[src/rtl/programmable_tick_counter_if.sv]
// Signal bundle for programmable_tick_counter. The clk_out member exists only
// when TICK_COUNTER_CLKOUT_EN is defined.
interface programmable_tick_counter_if #(
   parameter int WIDTH     = 8,
   parameter int DIV_WIDTH = 30
);
   logic                 enable;
   logic [DIV_WIDTH-1:0] period;
   logic [WIDTH-1:0]     limit;
   logic                 up_down;
   logic                 load;
   logic [WIDTH-1:0]     load_value;
   logic [WIDTH-1:0]     out;
   logic                 tick;
   logic                 wrap;
`ifdef TICK_COUNTER_CLKOUT_EN
   logic                 clk_out;
`endif

   modport master (
      output enable, period, limit, up_down, load, load_value,
      input  out, tick, wrap
`ifdef TICK_COUNTER_CLKOUT_EN
      , input clk_out
`endif
   );

   modport slave (
      input  enable, period, limit, up_down, load, load_value,
      output out, tick, wrap
`ifdef TICK_COUNTER_CLKOUT_EN
      , output clk_out
`endif
   );
endinterface

[src/rtl/programmable_tick_counter.sv]
// Prescaled up/down counter with programmable terminal count and load.
// Optional square-wave output clk_out is compiled in with TICK_COUNTER_CLKOUT_EN.
module programmable_tick_counter #(
   parameter int WIDTH     = 8,
   parameter int DIV_WIDTH = 30
) (
   input  logic                      clk_in,
   input  logic                      reset,
   programmable_tick_counter_if.slave bus
);
   logic [DIV_WIDTH-1:0] presc;
   logic [DIV_WIDTH-1:0] last;
   logic                 expire;
   logic [WIDTH-1:0]     count;
   logic [WIDTH-1:0]     term;
   logic [WIDTH-1:0]     stepped;
   logic                 step_wrap;
   logic                 tick_r;
   logic                 wrap_r;
`ifdef TICK_COUNTER_CLKOUT_EN
   logic                 clk_r;
`endif

   // ">=" rather than "==" so a period lowered mid-interval expires at once.
   always_comb begin
      last      = (bus.period == '0) ? '0 : bus.period - 1'b1;
      expire    = (presc >= last);
      term      = (bus.limit == '0) ? '1 : bus.limit;
      stepped   = count;
      step_wrap = 1'b0;
      if (bus.up_down) begin
         if (count >= term) begin
            stepped   = '0;
            step_wrap = 1'b1;
         end else begin
            stepped = count + 1'b1;
         end
      end else begin
         if ((count == '0) || (count > term)) begin
            stepped   = term;
            step_wrap = 1'b1;
         end else begin
            stepped = count - 1'b1;
         end
      end
   end

   always_ff @(posedge clk_in) begin
      if (reset) begin
         presc  <= '0;
         count  <= '0;
         tick_r <= 1'b0;
         wrap_r <= 1'b0;
`ifdef TICK_COUNTER_CLKOUT_EN
         clk_r  <= 1'b0;
`endif
      end else begin
         tick_r <= 1'b0;
         wrap_r <= 1'b0;
         if (bus.enable) begin
            presc  <= expire ? '0 : presc + 1'b1;
            tick_r <= expire;
            if (expire && !bus.load) begin
               count  <= stepped;
               wrap_r <= step_wrap;
            end
`ifdef TICK_COUNTER_CLKOUT_EN
            if (expire) clk_r <= ~clk_r;
`endif
         end
         // Load wins over a coincident step but leaves the prescaler running.
         if (bus.load) count <= bus.load_value;
      end
   end

   assign bus.out  = count;
   assign bus.tick = tick_r;
   assign bus.wrap = wrap_r;
`ifdef TICK_COUNTER_CLKOUT_EN
   assign bus.clk_out = clk_r;
`endif
endmodule
[src/flat_wrapper.sv]
// flat-port wrapper written by rule: the top's interface ports become plain ports
module programmable_tick_counter_flat 
#(
   parameter int WIDTH     = 8,
   parameter int DIV_WIDTH = 30
)
  (clk_in, reset, bus_enable, bus_period, bus_limit, bus_up_down, bus_load, bus_load_value, bus_out, bus_tick, bus_wrap);
  programmable_tick_counter_if #(.WIDTH(WIDTH), .DIV_WIDTH(DIV_WIDTH)) bus_i ();
  input  logic clk_in;
  input  logic reset;
  input wire logic [$bits(bus_i.enable)-1:0] bus_enable;
  input wire logic [$bits(bus_i.period)-1:0] bus_period;
  input wire logic [$bits(bus_i.limit)-1:0] bus_limit;
  input wire logic [$bits(bus_i.up_down)-1:0] bus_up_down;
  input wire logic [$bits(bus_i.load)-1:0] bus_load;
  input wire logic [$bits(bus_i.load_value)-1:0] bus_load_value;
  output wire logic [$bits(bus_i.out)-1:0] bus_out;
  output wire logic [$bits(bus_i.tick)-1:0] bus_tick;
  output wire logic [$bits(bus_i.wrap)-1:0] bus_wrap;
  assign bus_i.enable = bus_enable;
  assign bus_i.period = bus_period;
  assign bus_i.limit = bus_limit;
  assign bus_i.up_down = bus_up_down;
  assign bus_i.load = bus_load;
  assign bus_i.load_value = bus_load_value;
  assign bus_out = bus_i.out;
  assign bus_tick = bus_i.tick;
  assign bus_wrap = bus_i.wrap;
  programmable_tick_counter #(.WIDTH(WIDTH), .DIV_WIDTH(DIV_WIDTH)) u_core (.clk_in(clk_in), .reset(reset), .bus(bus_i));
endmodule
[config.mk]
export PLATFORM = sky130hd
export DESIGN_NAME = programmable_tick_counter_flat
export DESIGN_NICKNAME = d
export VERILOG_FILES = /design/src/rtl/programmable_tick_counter_if.sv /design/src/rtl/programmable_tick_counter.sv /design/src/flat_wrapper.sv
export SDC_FILE = /design/constraint.sdc
export NUM_CORES = 1
export LEC_CHECK = 0
export ABC_AREA = 1
export BUFFER_PORTS_ARGS = -buffer_cell sky130_fd_sc_hd__buf_2
export CAP_MARGIN = 10
export CELL_PAD_IN_SITES_DETAIL_PLACEMENT = 0
export CELL_PAD_IN_SITES_GLOBAL_PLACEMENT = 1
export CORE_MARGIN = 2
export CORE_UTILIZATION = 30
export CTS_CLUSTER_DIAMETER = 100
export DETAILED_ROUTE_END_ITERATION = 7
export PLACE_DENSITY = 0.61
export SYNTH_ARGS = -nofsm -noshare
export SYNTH_HDL_FRONTEND = slang
export SYNTH_SLANG_ARGS = --single-unit
[constraint.sdc]
create_clock -name clk_in -period 3.5 [get_ports clk_in]
set_input_delay 0.7 -clock clk_in [delete_from_list [all_inputs] [get_ports clk_in]]
set_output_delay 0.7 -clock clk_in [all_outputs]
set_load 0.1 [all_outputs]
# Word-level counts from Yosys, hierarchy flattened
# Index checks and enable logic that the tools add are counted.
totals:
  register_bits: 40
  output_inout_bits: 10
  word_cells: 36
op_classes:
  add_sub_neg: 4
  magnitude_cmp: 3
  muxes: 12
  bitwise_logic: 2
  n_reduce_logical: 11
ops:
  columns: ["op", "n"]
  rows:
  - ["$mux 30", 2]
  - ["$mux 8", 7]
  - ["$add 30x1->30 const B", 1]
  - ["$ge 30x30->1", 1]
  - ["$logic_not 30->1", 1]
  - ["$sub 30x1->30 const B", 1]
  - ["$logic_not 8->1", 2]
  - ["$add 8x1->8 const B", 1]
  - ["$ge 8x8->1", 1]
  - ["$gt 8x8->1", 1]
  - ["$sub 8x1->8 const B", 1]
  - ["$reduce_bool 2->1", 2]
  - ["$mux 1", 3]
  - ["$reduce_or 3->1", 1]
  - ["$not 1->1", 2]
  - ["$reduce_and 2->1", 1]
  - ["$reduce_or 2->1", 1]
  - ["$logic_and 1x1->1", 1]
  - ["$logic_not 1->1", 1]
  - ["$logic_or 1x1->1", 1]

# Longest topological paths before layout
logic_depth:
  depth_word: 9
  mapped_depth: 25

# Worst setup path after synthesis
# Ideal clock, no wire load.
synth_timing:
  kind: "input to register"
  from: "input port bus_period[0]"
  to: "register u_core.presc[16]"
  setup_ns: 0.117
  t_arrival_ns: 3.219
  required_ns: 3.383
  setup_slack_ns: 0.164
  path_stages: 23
  path_buffers: 2
  path_cell_list: "inv_1 nand3_2 nor2_4 nand4_2 nor2_2 nand3_2 inv_2 nand2_2 nor2_2 xor2_1 nand2_1 ha_1 nand2_1 nor2_1 nor3b_2 nor2b_1 nand2_1 nand3_2 nand2_2 nand2_1 buf_4 buf_6 nor2_1"
synth_between:
  elab_chain_len: 4
synth_lines:
  columns: ["item", "line", "text"]
  rows:
  - ["start, declared", "flat_wrapper.sv:12", "input wire logic [$bits(bus_i.period)-1:0] bus_period;"]
  - ["$sub 30x1->30 or $logic_not 30->1 (tied branches)", "programmable_tick_counter.sv:26", "last = (bus.period == '0) ? '0 : bus.period - 1'b1;"]
  - ["$mux 30 *", "programmable_tick_counter.sv:26", null]
  - ["$ge 30x30->1 *", "programmable_tick_counter.sv:27", "expire = (presc >= last);"]
  - ["$mux 30 *", "programmable_tick_counter.sv:61", "presc <= expire ? '0 : presc + 1'b1;"]
  - ["end signal, assigned", "programmable_tick_counter.sv:61", null]
  - ["end, declared", "programmable_tick_counter.sv:11", "logic [DIV_WIDTH-1:0] presc;"]
# Mark *: on every way between the ends. The rest lies on a longest branch, timed or not.
# A chain may end at the register's enable or synchronous reset.

# Final worst setup path
layout_timing:
  from: "input port bus_period[19]"
  to: "register u_core.count[0], in the netlist u_core.bus.out[0]"
layout_between:
  elab_chain_len: 6
layout_lines:
  columns: ["item", "line", "text"]
  rows:
  - ["$sub 30x1->30 or $logic_not 30->1 (tied branches)", "programmable_tick_counter.sv:26", null]
  - ["$mux 30 *", "programmable_tick_counter.sv:26", null]
  - ["$ge 30x30->1 *", "programmable_tick_counter.sv:27", null]
  - ["$logic_and 1x1->1 *", "programmable_tick_counter.sv:63", "if (expire && !bus.load) begin"]
  - ["$reduce_bool 2->1 (no line) *", null, null]
  - ["$reduce_and 2->1 (no line) *", null, null]
  - ["end signal, assigned", "programmable_tick_counter.sv:64", "count <= stepped;"]
  - ["end signal, assigned", "programmable_tick_counter.sv:72", "if (bus.load) count <= bus.load_value;"]
  - ["end, declared", "programmable_tick_counter.sv:14", "logic [WIDTH-1:0] count;"]
# Marked as above.

==> metrics.txt <==
# TYPE chip_impl_metric gauge
chip_impl_info{name="status",value="finished, final reports clean"} 1
chip_impl_metric{name="dr.first_iter.drc_count",unit=""} 162
chip_impl_metric{name="totalWireLength",unit="mm"} 13.2
chip_impl_metric{name="worstMarginPinSlew",unit="ps"} 482
chip_impl_metric{name="timing.final.crit_share",unit=""} 0.944
chip_impl_metric{name="yosys_reg_bits",unit=""} 40
chip_impl_metric{name="maxClockFrequency",unit="MHz"} 303
chip_impl_metric{name="synth.avg_cell_area",unit="um^2"} 6.34
chip_impl_info{name="setup.worst_path.class",value="in -> reg"} 1
chip_impl_info{name="cp-endpoint",value="u_core.bus.out[0]$_SDFFE_PP0P_"} 1
chip_impl_metric{name="dieWidth",unit="um"} 124
chip_impl_metric{name="worst_hold_slack",unit="ps"} 507
chip_impl_metric{name="timing_max_transition_violations_final",unit=""} 0
chip_impl_metric{name="clk_latency",unit="ps"} 280
chip_impl_metric{name="tritoncts.num_buffers",unit=""} 5
chip_impl_metric{name="initial_utilization",unit=""} 0.309
chip_impl_metric{name="finalSetupViolCount",unit=""} 0
chip_impl_metric{name="drt_pre_antenna_iters",unit=""} 4
chip_impl_metric{name="largest_net_degree_at_the_start_of_global_routing",unit=""} 30
chip_impl_metric{name="period_minus_slack",unit="ps"} 3300
chip_impl_metric{name="synthesis_to_finish_area_growth",unit="%"} 36.2
chip_impl_metric{name="drc_violations",unit=""} 0
chip_impl_metric{name="netlist_instances",unit=""} 682
chip_impl_metric{name="initial_antenna_violation_count",unit=""} 0
chip_impl_metric{name="ctsHoldBuffers",unit=""} 0
chip_impl_metric{name="power.density",unit="mW/mm^2"} 246
chip_impl_metric{name="synth.distinct_cells",unit=""} 46
chip_impl_metric{name="worstPathArrival",unit="ps"} 3480
chip_impl_metric{name="max-cap-violations",unit=""} 0
chip_impl_metric{name="placedCellCount",unit=""} 972
chip_impl_metric{name="vdd.ir_drop.worst",unit="uV"} 186
chip_impl_metric{name="cp_slowest_stage_delay",unit="ps"} 290
chip_impl_metric{name="synth.yosys.seq_area_share",unit=""} 0.185
chip_impl_metric{name="syn_nets",unit=""} 776
chip_impl_metric{name="overflow_left_after_global_routing",unit=""} 0
chip_impl_info{name="cts_tree",value="done"} 1
chip_impl_metric{name="edff_count_synth",unit=""} 0
chip_impl_metric{name="io_buffer_count",unit=""} 60
chip_impl_metric{name="post_drt_via_cell_ratio",unit=""} 4.70
chip_impl_info{name="endpoint_kind",value="flip-flop"} 1
chip_impl_metric{name="num_rows",unit=""} 43
chip_impl_metric{name="internal_reg_to_reg_setup_slack",unit="ps"} 1200
chip_impl_metric{name="global_route.usage.total",unit=""} 0.172
chip_impl_info{name="synth_flop_cell",value="sky130_fd_sc_hd__dfxtp_1"} 1
chip_impl_metric{name="critical_path_peak_fanout",unit=""} 3
chip_impl_info{name="timing.critical_path.slowest_stage_cell",value="sky130_fd_sc_hd__ha_4"} 1
chip_impl_metric{name="gp_congestion",unit=""} 0.840
chip_impl_metric{name="clock_sink_count",unit=""} 40
chip_impl_metric{name="p_leak",unit="nW"} 2.88
chip_impl_metric{name="routedWlPerCell",unit="um"} 13.3
chip_impl_info{name="r2r_end",value="u_core.bus.out[0]$_SDFFE_PP0P_"} 1
chip_impl_metric{name="drt.antenna.violating_nets",unit=""} 0
chip_impl_metric{name="die_area",unit="mm^2"} 0.0154
chip_impl_metric{name="antenna-diode-count",unit=""} 0
chip_impl_info{name="cp_top_family",value="simple AND/OR/NAND/NOR gates"} 1
chip_impl_metric{name="postSynth.asyncResetShare",unit=""} 0
chip_impl_metric{name="cts-htree-levels",unit=""} 2
chip_impl_metric{name="final.setup_skew",unit="ps"} 2.18
chip_impl_info{name="worst_hold_path_type",value="reg -> reg"} 1
chip_impl_metric{name="final_report_hold_violation_count",unit=""} 0
chip_impl_metric{name="setup_tns",unit="ps"} 0
chip_impl_metric{name="die_y",unit="um"} 124
chip_impl_info{name="ctsRootBufferMaster",value="sky130_fd_sc_hd__clkbuf_16"} 1
chip_impl_metric{name="timing.max_slew.rel_slack",unit=""} 0.676
chip_impl_info{name="min_from",value="u_core.presc[0]$_SDFFE_PP0P_"} 1
chip_impl_metric{name="grt_first_pass_wirelength",unit="mm"} 21.0
chip_impl_metric{name="ys_warn_count",unit=""} 0
chip_impl_metric{name="stdcell_count",unit=""} 990
chip_impl_metric{name="final_net_count",unit=""} 903
chip_impl_metric{name="ctsLongestPathBuffers",unit=""} 2
chip_impl_metric{name="dr_total_vias",unit=""} 4652
chip_impl_metric{name="design.portCount",unit=""} 61
chip_impl_info{name="rr_startpoint",value="u_core.bus.out[0]$_SDFFE_PP0P_"} 1
chip_impl_metric{name="clkSlewWorstSetupHoldPaths",unit="ps"} 60
chip_impl_metric{name="hpwl",unit="mm"} 10.4
chip_impl_metric{name="timing.critical_path.required",unit="ps"} 3670
chip_impl_info{name="critical_path.cell_chain",value="buf_2, nor2_4, inv_2, nor3_2, inv_1, nor4_2, buf_4, nand2_4, nor2_4, xor2_1, nand2_1, ha_4, nand2_4, nor2_4, nor3b_4, nor2b_4, nand2_2, nand3_4, nand2_4, buf_6, nand3_1, nand2_1, nor2_1, nor2_1"} 1
chip_impl_info{name="worstSetupStartpointType",value="input pin"} 1
chip_impl_metric{name="design.core.area",unit="mm^2"} 0.0140
chip_impl_metric{name="cp.buffers_inverters",unit=""} 5
chip_impl_metric{name="synthesis.area",unit="mm^2"} 0.00432
chip_impl_metric{name="r2r_cells",unit=""} 18
chip_impl_info{name="timing.critical_path.from",value="bus_period[19]"} 1
chip_impl_metric{name="first_global_vias",unit=""} 4520
chip_impl_metric{name="drive_gt1_frac",unit=""} 0.295
chip_impl_metric{name="worst-path-stages",unit=""} 24
[stage by stage]
step / instance area [um^2] / util / setup slack [ps] / power [mW]
after floorplan: 4320 / - / 164 / 0.721
after global placement: 5260 / 0.376 / -230 / 0.858
after detailed placement: 5260 / 0.376 / -291 / 0.858
after CTS: 5440 / 0.389 / 5.83 / 1.43
after global routing: 5890 / 0.421 / -37.8 / 1.53
final: 5890 / 0.421 / 196 / 1.45
[routing by layer]
layer	vias to the layer above	part of all wire	wire length (um)	track usage
met5	-	0	0	0
met4	0	0.012	156	0.0421
met3	11	0.033	432	0.0151
met2	73	0.49	6470	0.307
met1	2110	0.46	6100	0.221
li1	2458	-	-	-
[power breakdown]
| group | leakage, nW | total, mW | internal (mW) | switching, mW |
|---|---|---|---|---|
| combinational | 2.46 | 0.401 | 0.152 | 0.249 |
| sequential | 0.324 | 0.481 | 0.464 | 0.0171 |
| clock | 0.0901 | 0.565 | 0.376 | 0.189 |
[flip-flops by register name (all words and copies together), names as in the netlist]
signal / flops
u_core.bus.out: 8
u_core.bus.tick: 1
u_core.bus.wrap: 1
u_core.presc: 30
[cell families after synthesis]
| logic type | count (synthesis) | share of synthesized area |
|---|---|---|
| and+or+nand+nor | 402 | 0.446 |
| buffers and inverters | 99 | 0.0932 |
| AOI/OAI and AO/OA | 62 | 0.0779 |
| adders and majority gates | 43 | 0.124 |
| DFF | 40 | 0.185 |
| xor gates and xnor gates | 36 | 0.0729 |
[layout by cell type, fill, tap and decap left out, types with 12 or more instances in the layout]
cell type	synthesis	routed
sky130_fd_sc_hd__o21ai_0	20	15
sky130_fd_sc_hd__a21oi_1	25	24
sky130_fd_sc_hd__nand2_2	9	14
sky130_fd_sc_hd__xor2_1	26	26
sky130_fd_sc_hd__buf_2	3	56
sky130_fd_sc_hd__buf_4	2	64
sky130_fd_sc_hd__ha_1	43	40
sky130_fd_sc_hd__nand3_1	47	43
sky130_fd_sc_hd__nor2_4	4	12
sky130_fd_sc_hd__nor2_1	116	106
sky130_fd_sc_hd__dfxtp_1	40	40
sky130_fd_sc_hd__inv_1	82	76
sky130_fd_sc_hd__nand2_1	150	140
[worst min path at each step]
stage                     slack, ps  cells past startpoint                           end
after floorplan                 470                      2  u_core.presc[0]$_SDFFE_PP0P_
after global placement          490                      2  u_core.presc[0]$_SDFFE_PP0P_
after detailed placement        500                      2  u_core.presc[0]$_SDFFE_PP0P_
after CTS                       510                      2  u_core.presc[0]$_SDFFE_PP0P_
after global routing            540                      2  u_core.presc[0]$_SDFFE_PP0P_
final                           510                      2  u_core.presc[0]$_SDFFE_PP0P_
[what timing repair did]
item / CTS / global route
pin swaps: 0 / 43
setup buffers: 0 / 9
resized for setup: 1 / 86
cloned: 0 / 1
endpoints found under the setup margin: 1 / 39
[cell usage after synthesis (2+ instances only)]
library cell,n,area share
sky130_fd_sc_hd__a21o_1,4,0.0069
sky130_fd_sc_hd__nand4_1,11,0.016
sky130_fd_sc_hd__nor2_4,4,0.010
sky130_fd_sc_hd__buf_2,3,0.0035
sky130_fd_sc_hd__nor2_2,9,0.013
sky130_fd_sc_hd__nand2_1,150,0.13
sky130_fd_sc_hd__inv_2,6,0.0052
sky130_fd_sc_hd__a21oi_1,25,0.029
sky130_fd_sc_hd__buf_4,2,0.0035
sky130_fd_sc_hd__o211ai_1,2,0.0035
sky130_fd_sc_hd__and3_1,2,0.0029
sky130_fd_sc_hd__nor2_1,116,0.10
sky130_fd_sc_hd__nor4_1,5,0.0072
sky130_fd_sc_hd__o21bai_1,2,0.0035
sky130_fd_sc_hd__xor2_1,26,0.053
sky130_fd_sc_hd__or2_2,6,0.0087
sky130_fd_sc_hd__nor3_1,14,0.016
sky130_fd_sc_hd__nand3_2,6,0.014
sky130_fd_sc_hd__o21ai_0,20,0.023
sky130_fd_sc_hd__nand3b_1,2,0.0035
sky130_fd_sc_hd__inv_1,82,0.071
sky130_fd_sc_hd__buf_6,2,0.0052
sky130_fd_sc_hd__nor3_2,7,0.016
sky130_fd_sc_hd__nand2_2,9,0.013
sky130_fd_sc_hd__xnor2_1,10,0.020
sky130_fd_sc_hd__ha_1,43,0.12
sky130_fd_sc_hd__o21ai_1,6,0.0069
sky130_fd_sc_hd__nor4_4,2,0.0098
sky130_fd_sc_hd__nand3_1,47,0.054
sky130_fd_sc_hd__dfxtp_1,40,0.19
sky130_fd_sc_hd__nor3b_1,3,0.0052
sky130_fd_sc_hd__nor3b_2,2,0.0058
[worst reg2reg max path, stage by stage, from the launching register on]
cell and delay, ps:
sky130_fd_sc_hd__dfxtp_1 430, sky130_fd_sc_hd__inv_1 180, sky130_fd_sc_hd__ha_1 230, sky130_fd_sc_hd__inv_1 50
sky130_fd_sc_hd__nand2_1 40, sky130_fd_sc_hd__nand2_1 50, sky130_fd_sc_hd__nand2_1 40, sky130_fd_sc_hd__nand2_1 60
sky130_fd_sc_hd__nand2_1 50, sky130_fd_sc_hd__nand2_1 110, sky130_fd_sc_hd__nand2_1 100, sky130_fd_sc_hd__nand2_1 330
sky130_fd_sc_hd__nand2_1 100, sky130_fd_sc_hd__nand2_1 80, sky130_fd_sc_hd__nand2_1 70, sky130_fd_sc_hd__nand2_1 80
sky130_fd_sc_hd__nor2_1 40, sky130_fd_sc_hd__nor2_1 90, sky130_fd_sc_hd__nor2_1 50
[cell type report]
cell class | count | area [um^2]
Clock buffer | 7 | 153
Clock inverter | 1 | 30.0
Fill cell | 1506 | 8100
Inverter | 90 | 350
Multi-Input combinational cell | 543 | 3430
Sequential cell | 40 | 801
Tap cell | 180 | 225
Timing Repair Buffer | 129 | 893
Power figures use the tool's default switching activity.
